===== src/rtl/fetch_unit_pkg.sv =====
// Shared CPU definitions: next-PC select encodings, fetch FSM states and the reset NOP.
package fetch_unit_pkg;

    localparam int unsigned XLEN = 32;
    localparam int unsigned PC_SEL_W = 2;

    localparam logic [PC_SEL_W-1:0] PC_PLUS4 = 2'd0;
    localparam logic [PC_SEL_W-1:0] PC_JUMP  = 2'd1;
    localparam logic [PC_SEL_W-1:0] PC_JALR  = 2'd2;
    localparam logic [PC_SEL_W-1:0] PC_RESET = 2'd3;

    typedef enum logic {
        F_IDLE = 1'b0,
        F_WAIT = 1'b1
    } fetch_state_e;

    // addi x0, x0, 0
    localparam logic [XLEN-1:0] NOP_INST = 32'h0000_0013;

endpackage


===== src/rtl/fetch_unit_next_pc_mux.sv =====
// Combinational next-PC selection and link-value adder.
module next_pc_mux #(
    parameter logic [31:0] RESET_VECTOR = 32'h0000_0000
) (
    input  logic [31:0] pc,
    input  logic [1:0]  pc_sel,
    input  logic [31:0] jump_target,
    input  logic [31:0] alu_result,
    output logic [31:0] next_pc,
    output logic [31:0] pc_plus4
);
    import fetch_unit_pkg::*;

    assign pc_plus4 = pc + 32'd4;

    // JALR clears bit 0 of the computed target.
    always_comb begin
        next_pc = pc_plus4;
        case (pc_sel)
            PC_PLUS4: next_pc = pc_plus4;
            PC_JUMP:  next_pc = jump_target;
            PC_JALR:  next_pc = alu_result & ~32'd1;
            PC_RESET: next_pc = RESET_VECTOR;
            default:  next_pc = pc_plus4;
        endcase
    end

endmodule


===== src/rtl/fetch_unit.sv =====
// Instruction fetch stage: owns PC and instruction register, fetches over a req/ack port.
module fetch_unit #(
    parameter logic [31:0] RESET_VECTOR = 32'h0000_0000,
    parameter logic [31:0] NOP_INST     = fetch_unit_pkg::NOP_INST
) (
    input  logic        clk,
    input  logic        reset,
    input  logic        pc_EN,
    input  logic [1:0]  pc_SEL,
    input  logic        instr_EN,
    input  logic [31:0] jump_target,
    input  logic [31:0] alu_result,
    output logic [31:0] imem_addr,
    output logic        imem_req,
    input  logic [31:0] imem_rdata,
    input  logic        imem_ack,
    output logic [31:0] inst,
    output logic [31:0] pc,
    output logic [31:0] pc_plus4,
    output logic        inst_valid,
    output logic        fetch_busy,
    output logic        misaligned,
    output logic        proto_err
);
    import fetch_unit_pkg::*;

    fetch_state_e state;
    logic [31:0]  next_pc;
    logic [31:0]  fetch_pc;

    next_pc_mux #(.RESET_VECTOR(RESET_VECTOR)) u_next_pc_mux (
        .pc          (pc),
        .pc_sel      (pc_SEL),
        .jump_target (jump_target),
        .alu_result  (alu_result),
        .next_pc     (next_pc),
        .pc_plus4    (pc_plus4)
    );

    // A combined pc_EN + instr_EN fetches from the freshly loaded PC.
    assign fetch_pc   = pc_EN ? next_pc : pc;
    assign imem_req   = (state == F_WAIT);
    assign fetch_busy = imem_req;
    assign imem_addr  = pc;
    assign misaligned = |pc[1:0];

    always_ff @(posedge clk or posedge reset) begin
        if (reset) begin
            state      <= F_IDLE;
            pc         <= RESET_VECTOR;
            inst       <= NOP_INST;
            inst_valid <= 1'b0;
            proto_err  <= 1'b0;
        end else begin
            case (state)
                F_IDLE: begin
                    if (pc_EN) begin
                        pc <= next_pc;
                        if (next_pc != pc) inst_valid <= 1'b0;
                    end
                    if (instr_EN) begin
                        inst_valid <= 1'b0;
                        if (fetch_pc[1:0] == 2'b00) state <= F_WAIT;
                    end
                end
                F_WAIT: begin
                    // Commands during an outstanding fetch are dropped and flagged.
                    if (pc_EN || instr_EN) proto_err <= 1'b1;
                    if (imem_ack) begin
                        inst       <= imem_rdata;
                        inst_valid <= 1'b1;
                        state      <= F_IDLE;
                    end
                end
                default: state <= F_IDLE;
            endcase
        end
    end

endmodule


===== config.mk =====
export PLATFORM = sky130hd
export DESIGN_NAME = fetch_unit
export DESIGN_NICKNAME = d
export VERILOG_FILES = /design/src/rtl/fetch_unit_pkg.sv /design/src/rtl/fetch_unit_next_pc_mux.sv /design/src/rtl/fetch_unit.sv
export SDC_FILE = /design/constraint.sdc
export NUM_CORES = 1
export LEC_CHECK = 0
export BUFFER_PORTS_ARGS = -buffer_cell sky130_fd_sc_hd__clkbuf_2
export CAP_MARGIN = 20
export CORE_MARGIN = 3
export CORE_UTILIZATION = 30
export DETAILED_ROUTE_END_ITERATION = 16
export SYNTH_ARGS = -nofsm -noshare
export SYNTH_HDL_FRONTEND = slang
export SYNTH_SLANG_ARGS = --single-unit

===== constraint.sdc =====
create_clock -name clk -period 2.48 [get_ports clk]
set_clock_uncertainty 0.2 [all_clocks]
set_input_delay 0.248 -clock clk [delete_from_list [all_inputs] [get_ports clk]]
set_output_delay 0.248 -clock clk [all_outputs]
set_load 0.005 [all_outputs]

Yosys cells after proc, flatten, opt, wreduce, memory -nomap -nowiden

Index checks and enable logic that the tools add are counted.

Flip-flop bits (word level): 67

Equality and inequality tests: 7
Add/subtract/negate cells: 1
Reductions and logical operators: 8
Bitwise operators: 1
Mux-type cells: 11

Operator list:

| kind                                           | number |
|---|---|
| one-hot mux 32 bit (4 select lines)            | 1 |
| adder 32 x 3 -> 32 bit (second input constant) | 1 |
| inequality test 32 bit                         | 1 |
| 2-to-1 mux 1 bit                               | 7 |
| inequality test 3 bit (second input constant)  | 2 |
| AND reduction 2 bit                            | 3 |
| == test 2 bit (second input constant)          | 2 |
| zero test 2 bit                                | 2 |
| one-hot mux 1 bit (2 select lines)             | 2 |
| AND reduction 3 bit                            | 1 |
| == test 2 x 1 -> 1 bit (second input constant) | 1 |
| 2-to-1 mux 2 bit                               | 1 |
| inequality test 2 bit (second input constant)  | 1 |
| OR reduction 2 bit                             | 1 |
| logical OR 1 bit                               | 1 |
| inverter 1 bit                                 | 1 |

Depth between registers and ports, before layout

Gate-level depths: netlist of run 1.

Depth after elaboration: 7
Mapped depth: 10
Gate-level depth less buffers: 8

Cells and area by module

From an unflattened synthesis of run 1, not the netlist that was laid out.

Cells, all modules: 410
Area total of the unflattened synthesis: 4380.5 µm²

By module, submodules not included:

| module      | area each (µm²) | instances | cells each |
|---|---|---|---|
| fetch_unit  | 3143.0          | 1         | 229 |
| next_pc_mux | 1237.4          | 1         | 181 |

Least setup slack after synthesis of run 1

OpenSTA, ideal clock, no wires.

Path kind: register -> output
Start: register pc[3], in the netlist imem_addr[3]
End: output port pc_plus4[30]
Path buffers: 1
Path slack: -0.061 ns
Arrival time: 2.093 ns
Data required time: 2.032 ns
Stages on the path, launching flop included: 8
Path through: dfrtp_1 -> ha_1 -> and3_1 -> buf_2 -> nand4_2 -> nor4_1 -> and3_1 -> xor2_1

Word-level cells in the longest chain between the ends: 1

Ends and longest elaborated chain:

| item                     | line                         | text |
|---|---|---|
| start: declaration       | fetch_unit.sv:18             | `output logic [31:0] pc,` |
| start signal: assignment | fetch_unit.sv:58             | `pc <= next_pc;` |
| adder 32 x 3 -> 32 bit   | fetch_unit_next_pc_mux.sv:14 | `assign pc_plus4 = pc + 32'd4;` |
| end: declaration         | fetch_unit.sv:19             | `output logic [31:0] pc_plus4,` |

Every way passes these cells.

Worst setup path in the final report of run 1

Same ends and word-level chain as after synthesis.

==> results.tsv, run 1 <==
stage	metric	value	unit
die	row_count	47	
status	violations	negative setup slack	
setup_path	path_cells	ha_4, and3_4, buf_6, nand4_4, nor4_4, and3_4, xor2_1, buf_2	
sta	slew_viol_final	0	
sta	relSlewSlack	0.706	
setup_path	arrival	2110	ps
yosys	synth_fp_nets	724	
sta	fin_ws	-74.7	ps
layout	final_area	8130	sq um
hold_path	hp-start	instr_EN	
clocking	cts_tree	built	
yosys	synthAdderAreaFrac	0.00237	
setup_path	start_kind	flip-flop	
place	port_buffers	234	
drt	wl_per_cell	19.9	microns
power_and_ir_drop	power_leakage	0.00390	uW
setup_path	slowest_stage	dfrtp_1	
yosys	yosysTopAreaCellShare	0.304	
clocking	clk_pin_slew_worst_paths	60	ps
die	die_x	139	microns
die	ioPinCount	236	
hold_path	hold_depth	3	
sta	finalHoldViolCount	0	
sta	tightest_slew	439	ps
layout	num_antenna_cells	0	
drt	wl_met1	9600	microns
yosys	synth_top_family_by_area	compound AO/OA/AOI/OAI gates	
setup_path	worst-path-buf-inv	2	
yosys	synth_area	5270	sq um
yosys	synth_seq_cells	67	
power_and_ir_drop	powerDensity	771	nW/um^2
yosys	avgSynthCellArea	8.51	sq um
grt	grt_pass1_vias	6122	
hold_path	min_to	proto_err	
layout	area_growth	54.2	%
yosys	synth_edf_count	0	
place	dpl_cell_area	7020	sq um
layout	n_fill_cell	1612	
place	dp_hpwl	17700	microns
power_and_ir_drop	ir_worst_vdd	0.000442	V
die	die_height	139	microns
setup_path	crit_path_max_incr_delay	400	ps
setup_path	crit_fanout	6	
yosys	synth_compound_area_frac	0.215	
die	dieArea	19200	sq um
setup_path	critPathRequiredTime	2030	ps
setup_path	r2r_cells	9	
clocking	cts.sink_count	67	
drt	dr_wl_met2	10500	microns
yosys	synth-xor-area-share	0.0664	
yosys	synth.mux.area_fraction	0.0949	
drt	top_layer_used	met5	
yosys	async_flop_share	1.00	
setup_path	rr_endpoint	inst_valid	
status	outcome	complete, but fails checks	
grt	grt_overflow	0	
drt	route.antenna.remaining_nets	0	
drt	vias	6210	
clocking	clockBufferDepth	2	
clocking	clockRootBuffer	clkbuf_16	
yosys	synthCells	620	
setup_path	worstReg2RegStart	imem_addr[2]	
yosys	yosysWarnings	0	
yosys	yosys-top-cells-area	dfrtp_1 (30%), mux2_2 (8.5%), buf_4 (5.1%)	
clocking	htree_num_levels	3	
die	start_util	0.312	
setup_path	r2r_setup_slack	-40	ps
setup_path	critical_path.endpoint_type	output port	
grt	antenna_found_initial	1	
die	core_area	16900	sq um
sta	fmax	391	MHz
flow_run	drv_cap	0	
layout	nets	1043	
drt	routed_wl	23200	microns
drt	wl_met3	2440	microns
yosys	yosys.area.top_type	dfrtp_1	
drt	vias_per_cell	5.34	
sta	fin_crit	2550	ps
grt	grt_start_max_net_pins	44	
layout	drive_gt1_frac	0.503	
setup_path	crit_start	imem_addr[3]	
clocking	worstSkewPairLatency	340	ps
hold_path	min_path_type	in -> reg	
place	place.gp.congestion	0.932	
yosys	synth_ff_type	dfrtp_1	
drt	drc_errors	0	
setup_path	critPathTopFamily	simple AND/OR/NAND/NOR gates	
drt	drt-initial-drc-count	595	
clocking	cts_made_buffers	9	
grt	grt_pass1_wl	35700	microns
sta	setup_tns	-360	ps
yosys	ys_types	73	
sta	rsz0062_at_grt	yes	
grt	gr-usage-all-layers	0.234	
drt	drtPass1Iterations	6	
setup_path	cpMostUsedCell	and3_4	
setup_path	critPathKind	reg -> out	
sta	period_share	1.03	
yosys	yosys.area_share.simple	0.189	
sta	finalSetupViolations	9	
yosys	synth-seq-area-share	0.319	
layout make-up:
cell class                      count  area (sq um)  area share
Timing Repair Buffer              395          2520       0.309
Clock inverter                      5          30.0     0.00369
Inverter                           24          90.1      0.0111
Sequential cell                    67          1680       0.207
Clock buffer                       11           243      0.0299
Multi-Input combinational cell    442          3290       0.405
Tap cell                          220           275      0.0339
stage by stage:
step | power [uW] | setup slack [ps] | cells | hold WS, ps | util
floorplan | 3340 | 13.7 | 620 | 141 | -
global placement | 4750 | -207 | 1091 | 37.6 | 0.416
detailed placement | 4780 | -205 | 1091 | 26.7 | 0.416
CTS | 6210 | -48.9 | 1160 | 8.51 | 0.474
global route | 6670 | -190 | 1164 | 64.2 | 0.482
finish | 6270 | -74.7 | 1164 | 24.6 | 0.482
routing by layer:
| layer | vias to the layer above | GRT usage |
|---|---|---|
| li1 | 2841 | - |
| met1 | 2886 | 0.311 |
| met2 | 433 | 0.378 |
| met3 | 48 | 0.0521 |
| met4 | 2 | 0.0790 |
| met5 | - | 0 |
sequential cells by signal, indices dropped and copies added (netlist names):
signal and count:
inst_valid 1, proto_err 1, imem_addr 32, inst 32
fetch_busy 1
cells in the final DEF, fill, tap and decap left out, drive strengths merged, types with 3 or more instances in the layout:
master       Yosys  final
nand3b           6      6
nand3           19     19
nor2            40     40
mux2            40     40
dfstp            3      3
a22oi            9      9
a221oi           9      9
a22o             3      3
nor2b           20     20
dlygate4sd3      0     34
o31ai            3      3
and4             8      8
clkinv           1      4
nor4bb           3      3
o22ai            7      7
nand2           45     45
a31oi           16     16
a21o             4      4
clkbuf          27    233
xnor2           23     23
buf             60    139
o21ai           40     40
nand4            9      9
nand2b          13     13
mux2i            5      5
o211ai           9      9
a2bb2oi          3      3
xor2            17     17
nor4             3      3
and3             9      9
dfrtp           64     64
a211oi           4      4
o21a             4      4
nor3             6      6
a21oi           28     28
inv             23     23
cell families after synthesis:
family,Yosys count
flip-flops,67
adder cells (fa/ha/maj),1
multiplexers,45
AO/OA/AOI/OAI,168
buffers and inverters,111
AND/OR/NAND/NOR,188
XOR/XNOR,40
power breakdown:
part           internal, uW  leakage [uW]  total [uW]  switching, uW
clock network           699      0.000131        1220            517
logic                  1620       0.00298        3240           1620
registers              1490      0.000791        1810            320
total                  3810       0.00390        6270           2450
timing repair:
action	in CTS	in global routing
gates resized for setup	44	35
endpoints found under the hold margin	44	0
hold buffers	34	0
setup endpoints to repair	16	21
pin swaps	24	14
setup buffers	19	5
cell usage after synthesis (17+ instances only):
cell      count
nand2_1      45
mux2_2       40
inv_1        23
nor2_1       40
o21ai_0      39
clkbuf_1     26
xnor2_1      23
buf_4        36
dfrtp_1      64
nor2b_1      20
a21oi_1      28
xor2_1       17
nand3_1      19
worst max path at each step:
stage	endpoint	slack (ps)	cells after the start
after global routing	pc_plus4[30]	-190	8
after detailed placement	inst_valid	-200	9
after global placement	inst_valid	-210	9
after CTS	pc_plus4[29]	-50	8
final	pc_plus4[30]	-70	8
after floorplan	inst_valid	10	9
worst min-delay path: cells and delay by family:
family | cells | cell delay, ps
buffers and inverters | 1 | 130
AND/OR/NAND/NOR | 1 | 60
AO/OA/AOI/OAI | 1 | 80
Power figures use the tool's default switching activity.
==> run 2: changes to the inputs <==
Settings changed: BUFFER_PORTS_ARGS -buffer_cell sky130_fd_sc_hd__clkbuf_2 to not set, CAP_MARGIN 20 to 15, DONT_BUFFER_PORTS set to 1, SETUP_SLACK_MARGIN set to 0.05.
==> results.tsv, run 2 (synthesis results as in run 1) <==
stage	metric	value	unit	change
flow_run	drv_cap	0		unchanged
setup_path	worstReg2RegStart	imem_addr[2]		
drt	drtPass1Iterations	7		+1
setup_path	cpMostUsedCell	buf_4		
power_and_ir_drop	power_leakage	0.00306	uW	-22%
place	port_buffers	0		-100%
setup_path	arrival	2100	ps	about the same
clocking	htree_num_levels	3		unchanged
grt	grt_pass1_wl	34700	microns	-2.6%
hold_path	min_to	imem_addr[7]		
setup_path	critical_path.endpoint_type	output port		
die	row_count	47		unchanged
status	outcome	complete, but fails checks		
die	start_util	0.312		unchanged
sta	fmax	393	MHz	+0.30%
clocking	cts.sink_count	67		unchanged
place	dp_hpwl	16700	microns	-5.9%
die	core_area	16900	sq um	unchanged
sta	tightest_slew	825	ps	+386 ps
power_and_ir_drop	p_total	6140	uW	-2.0%
setup_path	path_cells	buf_6, and4_4, nand4_1, buf_4, nor4_4, buf_4, nand3_4, xnor2_2, buf_4		
clocking	cts_tree	built		
clocking	clockBufferDepth	2		unchanged
setup_path	r2r_setup_slack	-50	ps	about the same
setup_path	r2r_cells	10		+1
status	violations	negative hold slack, negative setup slack		
sta	period_share	1.03		-0.00313
drt	vias	5491		-12%
die	die_x	139	microns	unchanged
grt	gr-usage-all-layers	0.234		-0.000358
clocking	clk_pin_slew_worst_paths	70	ps	about the same
hold_path	hp-start	pc_SEL[0]		
grt	grt_start_max_net_pins	68		+55%
drt	routed_wl	23400	microns	+0.77%
setup_path	critPathKind	reg -> out		
sta	holdWs	-9.19	ps	-33.8 ps
setup_path	crit_fanout	4		-2
power_and_ir_drop	ir_worst_vdd	0.000340	V	-23%
hold_path	hold_depth	3		unchanged
setup_path	start_kind	flip-flop		
drt	drt-initial-drc-count	481		-19%
grt	grt_overflow	0		unchanged
power_and_ir_drop	powerDensity	838	nW/um^2	+8.7%
die	dieArea	19200	sq um	unchanged
setup_path	slowest_stage	dfrtp_2		
drt	wl_per_cell	24.6	microns	+23%
setup_path	critPathRequiredTime	2030	ps	about the same
place	place.gp.congestion	0.883		-5.2%
die	ioPinCount	236		unchanged
layout	nets	828		-21%
grt	grt_pass1_vias	5581		-8.8%
layout	layout_commonest_cell	buf_4		
sta	fin_crit	2550	ps	-7.75 ps
sta	slew_viol_final	0		unchanged
clocking	cts_made_buffers	9		unchanged
layout	mostFrequentLayoutCells	buf_4 (104), dlygate4sd3_1 (63), dfrtp_1 (56), nand2_1 (44), mux2_2 (40)		
die	die_height	139	microns	unchanged
setup_path	crit_path_max_incr_delay	410	ps	about the same
sta	relSlewSlack	0.450		-0.257
sta	fin_ws	-66.9	ps	+7.75 ps
place	dp_worst_setup_slack	-150	ps	+55.0 ps
sta	finalHoldViolCount	1		+1
drt	drc_errors	0		unchanged
grt	antenna_found_initial	1		unchanged
layout	drive_gt1_frac	0.328		-0.175
clocking	clockRootBuffer	clkbuf_16		
layout	area_growth	38.9	%	
sta	finalSetupViolations	4		-5
setup_path	rr_endpoint	inst_valid		
drt	vias_per_cell	5.78		+8.3%
hold_path	min_path_type	in -> reg		
sta	rsz0062_at_grt	yes		
drt	route.antenna.remaining_nets	0		unchanged
clocking	worstSkewPairLatency	340	ps	about the same
layout	utilization	0.434		-0.0477
run 2: changes by cell type in the layout (fill, tap and decap cells not counted), sizes merged:
cell,before,now
clkinvlp,2,0
dlymetal6s4s,0,1
clkinv,4,3
bufinv,0,4
clkbuf,233,11
diode,0,1
dlygate4sd3,34,63
buf,139,115
run 2: what timing repair did:
item / in CTS / in global routing
pin swaps: 19 / 15
hold buffers: 65 / 0
setup endpoints to repair: 24 / 21
buffers inserted: 12 / 5
gates resized for setup: 50 / 28
endpoints found under the hold margin: 123 / 0
run 2: critical path, delay by kind of cell, from the launching register on:
family | cells | cell delay (ps)
buffers and inverters | 4 | 600
and+or+nand+nor | 4 | 590
DFF | 1 | 410
xor gates and xnor gates | 1 | 160
run 2: through the flow:
stage / instances / instance area [sq um] / TNS, ps / hold slack, ps
global placement: 852 / 5810 / -96.6 / 42.6
detailed placement: 852 / 5810 / -150 / 55.2
CTS: 945 / 7150 / -233 / 2.95
floorplan: 620 / 5290 / 0 / 141
global route: 950 / 7330 / -598 / 19.7
finish: 950 / 7330 / -138 / -9.19
run 2: how the worst max path moves through the flow:
stage	startpoint	slack [ps]	end	depth (start not counted)
finish	imem_addr[3]	-70	pc_plus4[29]	9
global route	imem_addr[3]	-100	pc_plus4[29]	9
CTS	imem_addr[3]	-70	pc_plus4[29]	8
detailed placement	imem_addr[3]	-150	inst_valid	9
global placement	imem_addr[3]	-100	inst_valid	9
floorplan	imem_addr[2]	30	imem_addr[26]	9
run 2: layout make-up:
type	instances	area [sq um]
repair buffers	180	1560
diodes	1	2.50
fillers	1602	9550
flip-flops and latches	67	1690
well taps	220	275
multi-input cells	442	3340
clock inverters	6	138
clock buffers	10	229
inverters	24	90.1
run 2: power by group:
part	total (uW)	switching (uW)	internal, uW
clock network	1620	533	1090
registers	1900	395	1500
logic	2620	1370	1250
run 2: per-layer routing:
metal,up-vias,part of all wire,GRT usage
li1,2406,-,-
met1,2615,0.39,0.293
met2,408,0.45,0.368
met3,62,0.12,0.0848
met4,0,0.035,0.0920
met5,-,0,0
==> run 3: changes to the inputs <==
Settings changed: CORE_ASPECT_RATIO set to 0.5, SYNTH_HIERARCHICAL set to 1.
==> results.tsv, run 3 <==
stage	metric	value	unit	change
status	outcome	complete, but fails checks		
status	violations	negative setup slack		
drt	drtPass1Iterations	4		-3
clocking	worstSkewPairLatency	330	ps	about the same
clocking	clockBufferDepth	2		unchanged
power_and_ir_drop	ir_worst_vdd	0.000438	V	+29%
setup_path	critPathRequiredTime	2530	ps	+500 ps
setup_path	crit_fanout	4		unchanged
setup_path	cpMostUsedCell	nand4_1		
layout	area_growth	38.6	%	
drt	drt-initial-drc-count	122		-75%
sta	rsz0062_at_grt	yes		
hold_path	min_to	imem_addr[3]		
power_and_ir_drop	p_total	5670	uW	-7.7%
die	row_count	30		-36%
place	dp_hpwl	9950	microns	-40%
yosys	yosysWarnings	6		+6
die	die_x	177	microns	+28%
sta	slew_viol_final	0		unchanged
grt	grt_overflow	0		unchanged
sta	fin_ws	-251	ps	-184 ps
place	dpl_cell_area	5090	sq um	-12%
die	start_util	0.315		+0.00208
flow_run	drv_cap	0		unchanged
sta	fin_crit	2730	ps	+184 ps
power_and_ir_drop	powerDensity	934	nW/um^2	+11%
yosys	synth-seq-area-share	0.384		+0.0650
yosys	yosys-top-cells-area	dfrtp_1 (37%), mux2_2 (16%), xnor2_1 (10%)		
layout	num_antenna_cells	0		-1
yosys	yosys.area.top_type	dfrtp_1		
clocking	clk_pin_slew_worst_paths	50	ps	-20 ps
drt	drc_errors	0		unchanged
yosys	synth_edf_count	0		unchanged
drt	route.antenna.remaining_nets	0		unchanged
setup_path	worstReg2RegStart	imem_addr[3]		
setup_path	rr_endpoint	inst_valid		
clocking	cts.sink_count	67		unchanged
drt	vias_per_cell	4.94		-14%
hold_path	hp-start	jump_target[3]		
yosys	ys_types	38		-48%
hold_path	min_path_type	in -> reg		
clocking	cts_made_buffers	9		unchanged
grt	grt_pass1_vias	3712		-33%
grt	gr-usage-all-layers	0.163		-0.0711
layout	final_area	6070	sq um	-17%
drt	vias	3515		-36%
yosys	synth_ff_type	dfrtp_1		
clocking	htree_num_levels	3		unchanged
yosys	synthCells	410		-34%
yosys	avgSynthCellArea	10.7	sq um	+26%
setup_path	critPathKind	reg -> reg		
layout	nets	618		-25%
setup_path	path_cells	ha_4, nand4_1, nor3_4, buf_6, buf_6, nand4_1, xnor2_2, a21o_1, xnor2_1, nand4_1, nor4_2, nand3_1, a21oi_1		
power_and_ir_drop	power_leakage	0.00281	uW	-8.4%
sta	fmax	366	MHz	-6.7%
die	core_area	13900	sq um	-17%
place	place.gp.congestion	0.789		-11%
clocking	clockRootBuffer	clkbuf_16		
setup_path	r2r_cells	13		+3
clocking	cts_tree	built		
yosys	synth_fp_nets	514		-29%
yosys	synth_area	4380	sq um	-17%
drt	wl_per_cell	19.1	microns	-23%
grt	antenna_found_initial	0		-1
setup_path	r2r_setup_slack	-250	ps	-200 ps
setup_path	arrival	2780	ps	+680 ps
setup_path	start_kind	flip-flop		
die	dieArea	16200	sq um	-16%
yosys	synth_common_cells	dfrtp_1 (64), mux2_2 (62), xnor2_1 (50)		
drt	routed_wl	13600	microns	-42%
layout	utilization	0.436		+0.00206
die	ioPinCount	236		unchanged
yosys	synthMostInstantiatedCell	dfrtp_1		
setup_path	slowest_stage	dfrtp_2		
sta	finalHoldViolCount	0		-1
setup_path	critical_path.endpoint_type	flip-flop		
place	port_buffers	0		unchanged
layout	layout_commonest_cell	buf_4		
yosys	yosysTopAreaCellShare	0.366		+0.0619
grt	grt_start_max_net_pins	33		-51%
hold_path	hold_depth	3		unchanged
sta	period_share	1.10		+0.0741
sta	tightest_slew	407	ps	-418 ps
die	die_height	91.4	microns	-34%
grt	grt_pass1_wl	20400	microns	-41%
layout	drive_gt1_frac	0.441		+0.113
yosys	synth_seq_cells	67		unchanged
yosys	async_flop_share	1.00		unchanged
setup_path	crit_path_max_incr_delay	400	ps	about the same
layout	mostFrequentLayoutCells	buf_4 (88), mux2_2 (61), dfrtp_1 (60), dlygate4sd3_1 (38), xnor2_1 (34)		
sta	finalSetupViolations	4		unchanged
sta	relSlewSlack	0.726		+0.276
[run 3: cell types whose count changed after synthesis, moves of 20 or more]
cell     change
inv_1       -20
a21oi_1     -25
nor2_1      -26
mux2_2      +22
nand2_1     -21
xnor2_1     +27
o21ai_0     -27
[run 3: per-layer routing]
metal	track usage	share of wire	up-vias
met3	0.0530	0.066	15
li1	-	-	1640
met1	0.185	0.40	1757
met4	0.0503	0.015	0
met2	0.291	0.52	103
met5	0	0	-
[run 3: what timing repair did]
action                                  CTS  global route
setup buffers                             7             8
endpoints found under the setup margin    9            20
pin swaps                                15             8
hold endpoints to repair                 50             0
hold buffers                             38             0
resized for setup                         8            37
[run 3: worst max-delay path, delay by kind of cell (launching register included)]
family          cells  cell delay [ps]
compound gates      2              320
simple gates        6             1030
buf+inv             2              220
xor+xnor            2              340
flops               1              400
fa+ha+maj           1              140
[run 3: power by group]
part / switching, uW / internal [uW]
combinational: 1140 / 1340
sequential: 343 / 1510
clock: 465 / 877
total: 1950 / 3730
[run 3: stage by stage]
| step | hold slack [ps] | setup slack [ps] | setup TNS, ps | instances |
|---|---|---|---|---|
| after floorplan | 141 | -92.7 | -92.7 | 410 |
| after global placement | -68.6 | -372 | -372 | 649 |
| after detailed placement | -58.3 | -430 | -430 | 649 |
| after CTS | 61.3 | -247 | -458 | 709 |
| after global routing | 94.8 | -416 | -1160 | 711 |
| final | 65.7 | -251 | -382 | 711 |
[run 3: logic make-up (layout without fill, tap and decap cells)]
logic type	Yosys count	count (layout)	synth area share
compound gates	53	53	0.0871
xor+xnor	60	60	0.122
fa+ha+maj	1	1	0.00286
buf+inv	56	165	0.0863
flops	67	67	0.384
mux	77	77	0.196
simple gates	96	96	0.123
[run 3: layout make-up]
cell class	instances	area [sq um]
clock inverters	5	77.6
fillers	1310	7850
flip-flops and latches	67	1690
repair buffers	146	1290
well taps	192	240
clock buffers	11	233
multi-input cells	287	2530
inverters	3	11.3
[run 3: worst max-delay path by stage]
stage,endpoint,startpoint,slack [ps]
floorplan,inst_valid,imem_addr[2],-90
CTS,inst_valid,imem_addr[3],-250
global route,inst_valid,imem_addr[3],-420
detailed placement,inst_valid,imem_addr[3],-430
finish,inst_valid,imem_addr[3],-250
global placement,inst_valid,imem_addr[3],-370
